==> config.mk <==
export PLATFORM = sky130hd
export DESIGN_NAME = tetris_move_scheduler
export DESIGN_NICKNAME = d
export VERILOG_FILES = /design/src/rtl/tetris_sched_pkg.sv /design/src/rtl/btn_repeat.sv /design/src/rtl/tetris_move_scheduler.sv
export SDC_FILE = /design/constraint.sdc
export NUM_CORES = 1
export LEC_CHECK = 0
export ABC_AREA = 1
export CORE_ASPECT_RATIO = 0.75
export CORE_MARGIN = 2
export CORE_UTILIZATION = 45
export DETAILED_ROUTE_END_ITERATION = 8
export PLACE_DENSITY = 0.78
export SYNTH_ARGS = -nofsm -noshare
export SYNTH_HDL_FRONTEND = slang
export SYNTH_HIERARCHICAL = 1
export SYNTH_SLANG_ARGS = --single-unit
==> constraint.sdc <==
create_clock -name iVGA_CLK -period 1.4 [get_ports iVGA_CLK]
set_input_delay 0.21 -clock iVGA_CLK [delete_from_list [all_inputs] [get_ports iVGA_CLK]]
set_output_delay 0.21 -clock iVGA_CLK [all_outputs]
set_load 0.05 [all_outputs]
==> src/rtl/tetris_sched_pkg.sv <==
// rtl/tetris_sched_pkg.sv - shared state encoding and default geometry/timing for the move scheduler
package tetris_sched_pkg;

    typedef enum logic [1:0] {
        SPAWN    = 2'd0,
        FALL     = 2'd1,
        LOCK     = 2'd2,
        GAMEOVER = 2'd3
    } sched_state_t;

    localparam int SCHED_CELL           = 16;
    localparam int SCHED_X_MIN          = 0;
    localparam int SCHED_X_MAX          = 144;
    localparam int SCHED_X_SPAWN        = 64;
    localparam int SCHED_Y_SPAWN        = 0;
    localparam int SCHED_Y_MAX          = 304;
    localparam int SCHED_GRAVITY_FRAMES = 30;
    localparam int SCHED_REPEAT_FRAMES  = 8;

endpackage

==> src/rtl/btn_repeat.sv <==
// rtl/btn_repeat.sv - button synchronizer, rising-edge latch and optional autorepeat
//
// Optional feature macro: SCHED_AUTOREPEAT_EN (held button re-arms every REPEAT_FRAMES ticks)
//
// Ports:
//   iVGA_CLK  pixel clock
//   iRST_n    asynchronous active-low reset
//   btn       raw asynchronous button level
//   consume   one-cycle frame tick from the scheduler; clears pending, paces autorepeat
//   pending   request waiting for the next tick
module btn_repeat #(
    parameter int REPEAT_FRAMES = 8,
    parameter bit ALLOW_REPEAT  = 1'b1
) (
    input  logic iVGA_CLK,
    input  logic iRST_n,
    input  logic btn,
    input  logic consume,
    output logic pending
);

    logic [1:0] sync_q;
    logic       held_d;
    logic       held;
    logic       rise;
    logic       fire;

    assign held = sync_q[1];
    assign rise = held & ~held_d;

    always_ff @(posedge iVGA_CLK or negedge iRST_n) begin
        if (!iRST_n) begin
            sync_q <= 2'b00;
            held_d <= 1'b0;
        end else begin
            sync_q <= {sync_q[0], btn};
            held_d <= held;
        end
    end

`ifdef SCHED_AUTOREPEAT_EN
    localparam int RW = $clog2(REPEAT_FRAMES + 1);
    logic [RW-1:0] rep_cnt;

    // Fires on the tick that completes REPEAT_FRAMES ticks of holding, so the
    // re-armed request is serviced on the tick after that.
    assign fire = ALLOW_REPEAT && held && consume && (rep_cnt == RW'(REPEAT_FRAMES - 1));

    always_ff @(posedge iVGA_CLK or negedge iRST_n) begin
        if (!iRST_n) begin
            rep_cnt <= '0;
        end else if (rise || !held) begin
            rep_cnt <= '0;
        end else if (consume) begin
            rep_cnt <= fire ? '0 : rep_cnt + 1'b1;
        end
    end
`else
    logic unused_cfg;
    assign unused_cfg = ALLOW_REPEAT ^ (REPEAT_FRAMES != 0);
    assign fire       = 1'b0;
`endif

    // A new request landing on the tick itself survives for the next tick.
    always_ff @(posedge iVGA_CLK or negedge iRST_n) begin
        if (!iRST_n) begin
            pending <= 1'b0;
        end else if (rise || fire) begin
            pending <= 1'b1;
        end else if (consume) begin
            pending <= 1'b0;
        end
    end

endmodule

==> src/rtl/tetris_move_scheduler.sv <==
// rtl/tetris_move_scheduler.sv - frame-synchronous motion scheduler for the falling piece
//
// Optional feature macro: SCHED_AUTOREPEAT_EN (autorepeat for left/right/down)
//
// Ports:
//   iVGA_CLK, iRST_n              clock, asynchronous active-low reset
//   iVS                           active-low vsync; its falling edge is the frame tick
//   up, left, down, right         asynchronous button levels
//   hit, stop                     collision below piece / playfield overflow
//   start_over                    asynchronous restart request, acted on every cycle
//   x_cor, y_cor                  piece reference position
//   rotate_req, lock_pulse        one-cycle pulses after the tick
//   game_over                     high while in GAMEOVER
module tetris_move_scheduler
    import tetris_sched_pkg::*;
#(
    parameter int CELL           = SCHED_CELL,
    parameter int X_MIN          = SCHED_X_MIN,
    parameter int X_MAX          = SCHED_X_MAX,
    parameter int X_SPAWN        = SCHED_X_SPAWN,
    parameter int Y_SPAWN        = SCHED_Y_SPAWN,
    parameter int Y_MAX          = SCHED_Y_MAX,
    parameter int GRAVITY_FRAMES = SCHED_GRAVITY_FRAMES,
    parameter int REPEAT_FRAMES  = SCHED_REPEAT_FRAMES
) (
    input  logic       iVGA_CLK,
    input  logic       iRST_n,
    input  logic       iVS,
    input  logic       up,
    input  logic       left,
    input  logic       down,
    input  logic       right,
    input  logic       hit,
    input  logic       stop,
    input  logic       start_over,
    output logic [9:0] x_cor,
    output logic [9:0] y_cor,
    output logic       rotate_req,
    output logic       lock_pulse,
    output logic       game_over
);

    localparam int         GW      = $clog2(GRAVITY_FRAMES + 1);
    localparam logic [9:0] STEP    = 10'(CELL);
    localparam logic [9:0] XMIN_C  = 10'(X_MIN);
    localparam logic [9:0] XMAX_C  = 10'(X_MAX);
    localparam logic [9:0] XSPN_C  = 10'(X_SPAWN);
    localparam logic [9:0] YSPN_C  = 10'(Y_SPAWN);
    localparam logic [9:0] YMAX_C  = 10'(Y_MAX);

    logic [1:0]    vs_sync;
    logic          vs_d;
    logic          tick;
    logic [1:0]    so_sync;
    logic          start_s;

    sched_state_t  state, state_nxt;
    logic [GW-1:0] grav_cnt, grav_nxt;
    logic [9:0]    x_nxt, y_nxt;
    logic          rot_nxt, lock_nxt;
    logic          pend_up, pend_left, pend_down, pend_right;
    logic          want_down;

    assign start_s = so_sync[1];

    // Tick is registered: two sync flops, then a falling-edge compare into tick.
    always_ff @(posedge iVGA_CLK or negedge iRST_n) begin
        if (!iRST_n) begin
            vs_sync <= 2'b00;
            vs_d    <= 1'b0;
            tick    <= 1'b0;
            so_sync <= 2'b00;
        end else begin
            vs_sync <= {vs_sync[0], iVS};
            vs_d    <= vs_sync[1];
            tick    <= vs_d & ~vs_sync[1];
            so_sync <= {so_sync[0], start_over};
        end
    end

    btn_repeat #(.REPEAT_FRAMES(REPEAT_FRAMES), .ALLOW_REPEAT(1'b0)) u_btn_up (
        .iVGA_CLK(iVGA_CLK), .iRST_n(iRST_n), .btn(up),    .consume(tick), .pending(pend_up));
    btn_repeat #(.REPEAT_FRAMES(REPEAT_FRAMES), .ALLOW_REPEAT(1'b1)) u_btn_left (
        .iVGA_CLK(iVGA_CLK), .iRST_n(iRST_n), .btn(left),  .consume(tick), .pending(pend_left));
    btn_repeat #(.REPEAT_FRAMES(REPEAT_FRAMES), .ALLOW_REPEAT(1'b1)) u_btn_down (
        .iVGA_CLK(iVGA_CLK), .iRST_n(iRST_n), .btn(down),  .consume(tick), .pending(pend_down));
    btn_repeat #(.REPEAT_FRAMES(REPEAT_FRAMES), .ALLOW_REPEAT(1'b1)) u_btn_right (
        .iVGA_CLK(iVGA_CLK), .iRST_n(iRST_n), .btn(right), .consume(tick), .pending(pend_right));

    assign want_down = pend_down || (grav_cnt == GW'(GRAVITY_FRAMES - 1));

    always_ff @(posedge iVGA_CLK or negedge iRST_n) begin
        if (!iRST_n) begin
            state      <= SPAWN;
            x_cor      <= XSPN_C;
            y_cor      <= YSPN_C;
            grav_cnt   <= '0;
            rotate_req <= 1'b0;
            lock_pulse <= 1'b0;
        end else begin
            state      <= state_nxt;
            x_cor      <= x_nxt;
            y_cor      <= y_nxt;
            grav_cnt   <= grav_nxt;
            rotate_req <= rot_nxt;
            lock_pulse <= lock_nxt;
        end
    end

    always_comb begin
        state_nxt = state;
        x_nxt     = x_cor;
        y_nxt     = y_cor;
        grav_nxt  = grav_cnt;
        rot_nxt   = 1'b0;
        lock_nxt  = 1'b0;
        if (start_s) begin
            state_nxt = SPAWN;
            x_nxt     = XSPN_C;
            y_nxt     = YSPN_C;
            grav_nxt  = '0;
        end else if (tick) begin
            if (stop && state != GAMEOVER) begin
                state_nxt = GAMEOVER;
            end else begin
                case (state)
                    SPAWN: begin
                        state_nxt = FALL;
                        grav_nxt  = '0;
                    end
                    FALL: begin
                        if (want_down) begin
                            grav_nxt = '0;
                            if (hit || y_cor == YMAX_C) begin
                                state_nxt = LOCK;
                                lock_nxt  = 1'b1;
                            end else begin
                                y_nxt = y_cor + STEP;
                            end
                        end else begin
                            grav_nxt = grav_cnt + 1'b1;
                            // A lone left/right claims the frame even when blocked
                            // at the wall; only the both-pressed case falls to up.
                            if (pend_left && !pend_right) begin
                                if (x_cor != XMIN_C) x_nxt = x_cor - STEP;
                            end else if (pend_right && !pend_left) begin
                                if (x_cor != XMAX_C) x_nxt = x_cor + STEP;
                            end else if (pend_up) begin
                                rot_nxt = 1'b1;
                            end
                        end
                    end
                    LOCK: begin
                        state_nxt = SPAWN;
                        x_nxt     = XSPN_C;
                        y_nxt     = YSPN_C;
                        grav_nxt  = '0;
                    end
                    GAMEOVER: ;
                    default: state_nxt = SPAWN;
                endcase
            end
        end
    end

    assign game_over = (state == GAMEOVER);

endmodule

==> results by stage <==
Synthesis:
- The synthesized design devotes to its leading area cell type between 40% and 50% of total area.
- The number of distinct library cells after synthesis is 35.
- After synthesis the cells add up to 0.00219 mm^2.
- Of the total synthesized cell area, the portion taken by AND, OR, NAND and NOR gates is 24.8%.
- The synthesized-area fraction occupied by adder cells is 5.71%.
- Sorting the synthesized cells by area gives the leading types as dfrtp_1 48%, nand2_1 11%, inv_1 6.2%.
- The Yosys step of the flow raised 6 warnings.
- The xor and xnor area share after synthesis is under 10%.
- The largest family of logic cells by synthesized area is simple AND/OR/NAND/NOR gates.
- The compound-gate portion of the synthesized area is between 7 and 8%.
- The synthesized instance count is 254.
- Of the post-synthesis cell area, the part taken by muxes is 0.457%.
- The cell taking the most area after synthesis is dfrtp_1.
- After synthesis, flip-flops and latches occupy between 40% and 50% of the total area.
- The flop and latch count out of synthesis is 43.
- Dividing the synthesized area by the synthesized cell count gives 8.63 um^2.

Die:
- The die is ~64 um tall.
- The number of cell rows is 21.
- Pin placement for this block handled 33 I/O pins.
- The die covers approximately 0.0054 mm^2.
- The x dimension of the die is 84.6 um.
- The initial utilization of the core area, before any placement, comes to between 40% and 50%.
- The standard cell core area is about 0.0046 mm^2.

Clocking:
- The clock latency reported for the late side of the worst-skew pair is approximately 300 ps.
- After clock tree synthesis, the clock-pin slew on the worst setup and hold paths is ~80 ps.
- The buffer type at the clock tree root is clkbuf_8.
- The TritonCTS buffer count is 5.
- The number of sinks handled by clock tree synthesis is between 40 and 50.
- The maximum number of buffers from clock root to sink is 2.
- The depth of the CTS H-tree is 2.
- TritonCTS built the clock tree.

Setup path:
- STA classifies the critical path startpoint as a register.
- The critical path goes through nor2_4 -> buf_12 -> buf_6 -> nand2_1 -> nor2_1 -> nor2_1 -> nand2_2 -> nand2_4 -> nand2_4 -> nor2_4 -> nand3_2 -> nand2_1.
- The startpoint identified for the worst register-to-register timing path is u_btn_right/pending.
- The number of cells on the worst reg-to-reg path is 12.
- The critical setup path kind is register to register.
- Across all register-to-register paths, the minimum setup slack is -420 ps.
- The worst endpoint data arrival time is between 2000 and 2500 ps.
- The worst register-to-register path ends at x_cor[9].
- The largest stage delay on the critical path is 430 ps.
- Among all stages on the critical path, the largest delay is contributed by dfrtp_1.
- The data required time of the worst path is approximately 1600 ps.
- The worst setup path startpoint is u_btn_right/pending.
- The maximum fanout along the worst path is 6.
- The termination of the worst setup path is x_cor[9].
- The worst setup path is captured at a register.

Global routing:
- Entering global routing, the biggest net connects 30 pins.
- The overall overflow remaining after global route is 0.
- The first global-routing pass estimated approximately 7.9 mm of wire.
- The number of global-route vias before repair is 1731.
- The initial antenna violation count was 0.
- In the global route stage, overall resource usage came out at between 10% and 20%.

STA:
- The part of the cycle the worst path needs is 130%.
- The least setup slack across all paths after layout is -416 ps.
- Setup repair after global routing could not meet its margin everywhere.
- Hold timing on the final database bottoms out at a slack of ~340 ps.
- The clock arrives with approximately 4.3 ps of skew.
- The max-slew violation count is 0.
- The final count of negative-setup-slack endpoints is 22.
- Derived from the worst setup path, the maximum achievable clock frequency is 551 MHz.
- The routed design could run at a clock period as short as 1820 ps.
- The hold violation count in the final report is 0.

Placed design:
- The count of buffers added on input and output ports is 24.
- The post-placement worst setup slack is -252 ps.
- The post-DP HPWL is ~3.7 mm.
- The global placer's final weighted congestion is approximately 0.85.
- The area after detailed placement is a little under 0.003 mm^2.

Power:
- The static leakage power is about 1.7 nW.
- The relative contribution of sequential cells to total power is between 30% and 40%.
- The peak supply drop is slightly above 0.001 V.
- For this design the ratio of total power to cell area is 1320 mW/mm^2.
- Net switching is around two fifths of the power.
- In this run the power spent charging and discharging nets is 1.82 mW.
- The share of total power in the clock network is between 10% and 20%.
- Internal power comes to about 2.8 mW.
- Combinational logic is responsible for 48.3% of the overall power.
- The total power is approximately 4.7 mW.

Route:
- The number of nets with antenna violations after routing is 0.
- The post-detailed-route via-to-cell ratio is between 5 and 6.
- Detailed routing inserted a total of 1989 vias.
- The first-pass iteration count of the detailed router is 4.
- After detailed routing, the average wire length per cell comes to approximately 15 um.
- The number of remaining DRC errors is 0.
- The final routed wirelength across all metal layers is around 6.0 mm.
- The initial DRC count is 104.

Flow run:
- Across the run, the number of max-cap violations was 0.

Cells and area:
- The repair_antennas step left the layout with diodes totalling 0.
- The number of nets in the final layout is between 300 and 400.
- Leaving out fill and tap cells, the most frequent cell in the layout is nand2_1.
- The finished cells cover roughly 0.0035 mm^2.
- In the final layout, the share of cells above drive strength 1 is 50.7%.
- Leaving out fill and tap cells, the most frequent cells in the layout are 43 x nand2_1, 42 x buf_4, 34 x dfrtp_1.
- The area growth from synthesis to layout is 60.5%.
- After filler insertion, the fill cell instance count of the layout stands at between 200 and 300.

Outcome:
- The flow ran to the end, but the final reports show violations.
- The checks that failed: negative setup slack.

Min path:
- The worst hold path belongs to the class primary input to register.
[synthesized netlist by cell type]
| cell | instances |
|---|---|
| a21oi_4 | 1 |
| nand3_2 | 1 |
| nor2_1 | 23 |
| nor4_1 | 1 |
| o22ai_1 | 1 |
| xnor2_1 | 1 |
| nand3_1 | 14 |
| nand4_1 | 1 |
| xor2_1 | 4 |
| a21oi_2 | 1 |
| mux2i_1 | 1 |
| nor3_1 | 1 |
| conb_1 | 1 |
| nor2_2 | 1 |
| buf_4 | 8 |
| ha_1 | 10 |
| and2_1 | 1 |
| o21ai_0 | 8 |
| nor3_2 | 1 |
| o31a_1 | 1 |
| nand2_1 | 62 |
| a21oi_1 | 8 |
| inv_1 | 36 |
| inv_4 | 1 |
| dfstp_2 | 1 |
| nand3b_1 | 1 |
| o21bai_1 | 3 |
| o21ai_1 | 3 |
| nor2_4 | 2 |
| nor3b_1 | 2 |
| o21ai_2 | 2 |
| nand2_4 | 3 |
| nand2_2 | 4 |
| dfrtp_1 | 42 |
| inv_2 | 3 |
[logic make-up after synthesis]
group	count (synthesis)
AOI/OAI and AO/OA	28
xor gates and xnor gates	5
adders and majority gates	10
buffers and inverters	48
DFF	43
muxes	1
other	1
and+or+nand+nor	118
[worst max-delay path: cells and delay by family, from the launching register on]
| kind | cells | cell delay, ps |
|---|---|---|
| buffers and inverters | 2 | 240 |
| DFF | 1 | 430 |
| and+or+nand+nor | 10 | 1060 |
[power groups by stage]
stage / clock network [mW] / registers (mW) / logic [mW]
global route: 0.920 / 1.58 / 2.38
CTS: 0.848 / 1.53 / 1.86
floorplan: 0 / 1.83 / 0.636
finish: 0.846 / 1.56 / 2.25
detailed placement: 0 / 1.54 / 1.78
global placement: 0 / 1.54 / 1.74
[worst min path at each step]
stage | from | endpoint | slack [ps] | cells past startpoint
2_1_floorplan | iRST_n | grav_cnt[0] | -90 | 0
4_1_cts | left | u_btn_left/sync_q[0] | 340 | 1
5_1_grt | up | u_btn_up/sync_q[0] | 340 | 1
6_report | left | u_btn_left/sync_q[0] | 340 | 1
3_3_place_gp | iRST_n | y_cor[6] | 140 | 1
3_5_place_dp | iRST_n | y_cor[6] | 140 | 1
[sequential cells by signal (all words and copies together), names as in the netlist]
register	flops
u_btn_right/held_d	1
u_btn_down/sync_q	2
u_btn_right/pending	1
vs_sync	2
lock_pulse	1
rotate_req	1
u_btn_down/held_d	1
u_btn_right/sync_q	2
u_btn_up/sync_q	2
tick	1
u_btn_left/sync_q	2
u_btn_up/pending	1
grav_cnt	5
y_cor	6
u_btn_left/held_d	1
state	2
u_btn_down/pending	1
vs_d	1
so_sync	2
u_btn_up/held_d	1
x_cor	6
u_btn_left/pending	1
[layer usage]
layer  GRT usage [%]  routed length (um)
met1            25.3                2550
met5               0                   0
met3            4.08                 353
met2            30.0                2890
met4            5.95                 180
[final cells by class]
type	count	area (um^2)	share of cell area, %
inverters	40	160	4.55
repair buffers	76	830	23.6
flip-flops and latches	43	1090	30.9
well taps	57	71.3	2.03
clock inverters	2	13.8	0.391
clock buffers	6	82.6	2.35
multi-input cells	170	1270	36.2
[repair_timing]
item / 4_1_cts / 5_1_grt
hold endpoints to repair: 13 / 0
buffers inserted: 4 / 10
gates resized for setup: 22 / 70
gates cloned: 0 / 0
hold buffers: 1 / 0
endpoints found under the setup margin: 22 / 22
pin swaps: 9 / 36
[metrics by stage]
step	setup TNS (ps)	instances	util, %
global route	-5150	394	76.9
global placement	-1990	372	64.7
detailed placement	-3570	372	64.7
CTS	-1920	385	69.3
floorplan	-1310	261	-
finish	-4090	394	76.9
(Power assumes the default switching activity.)
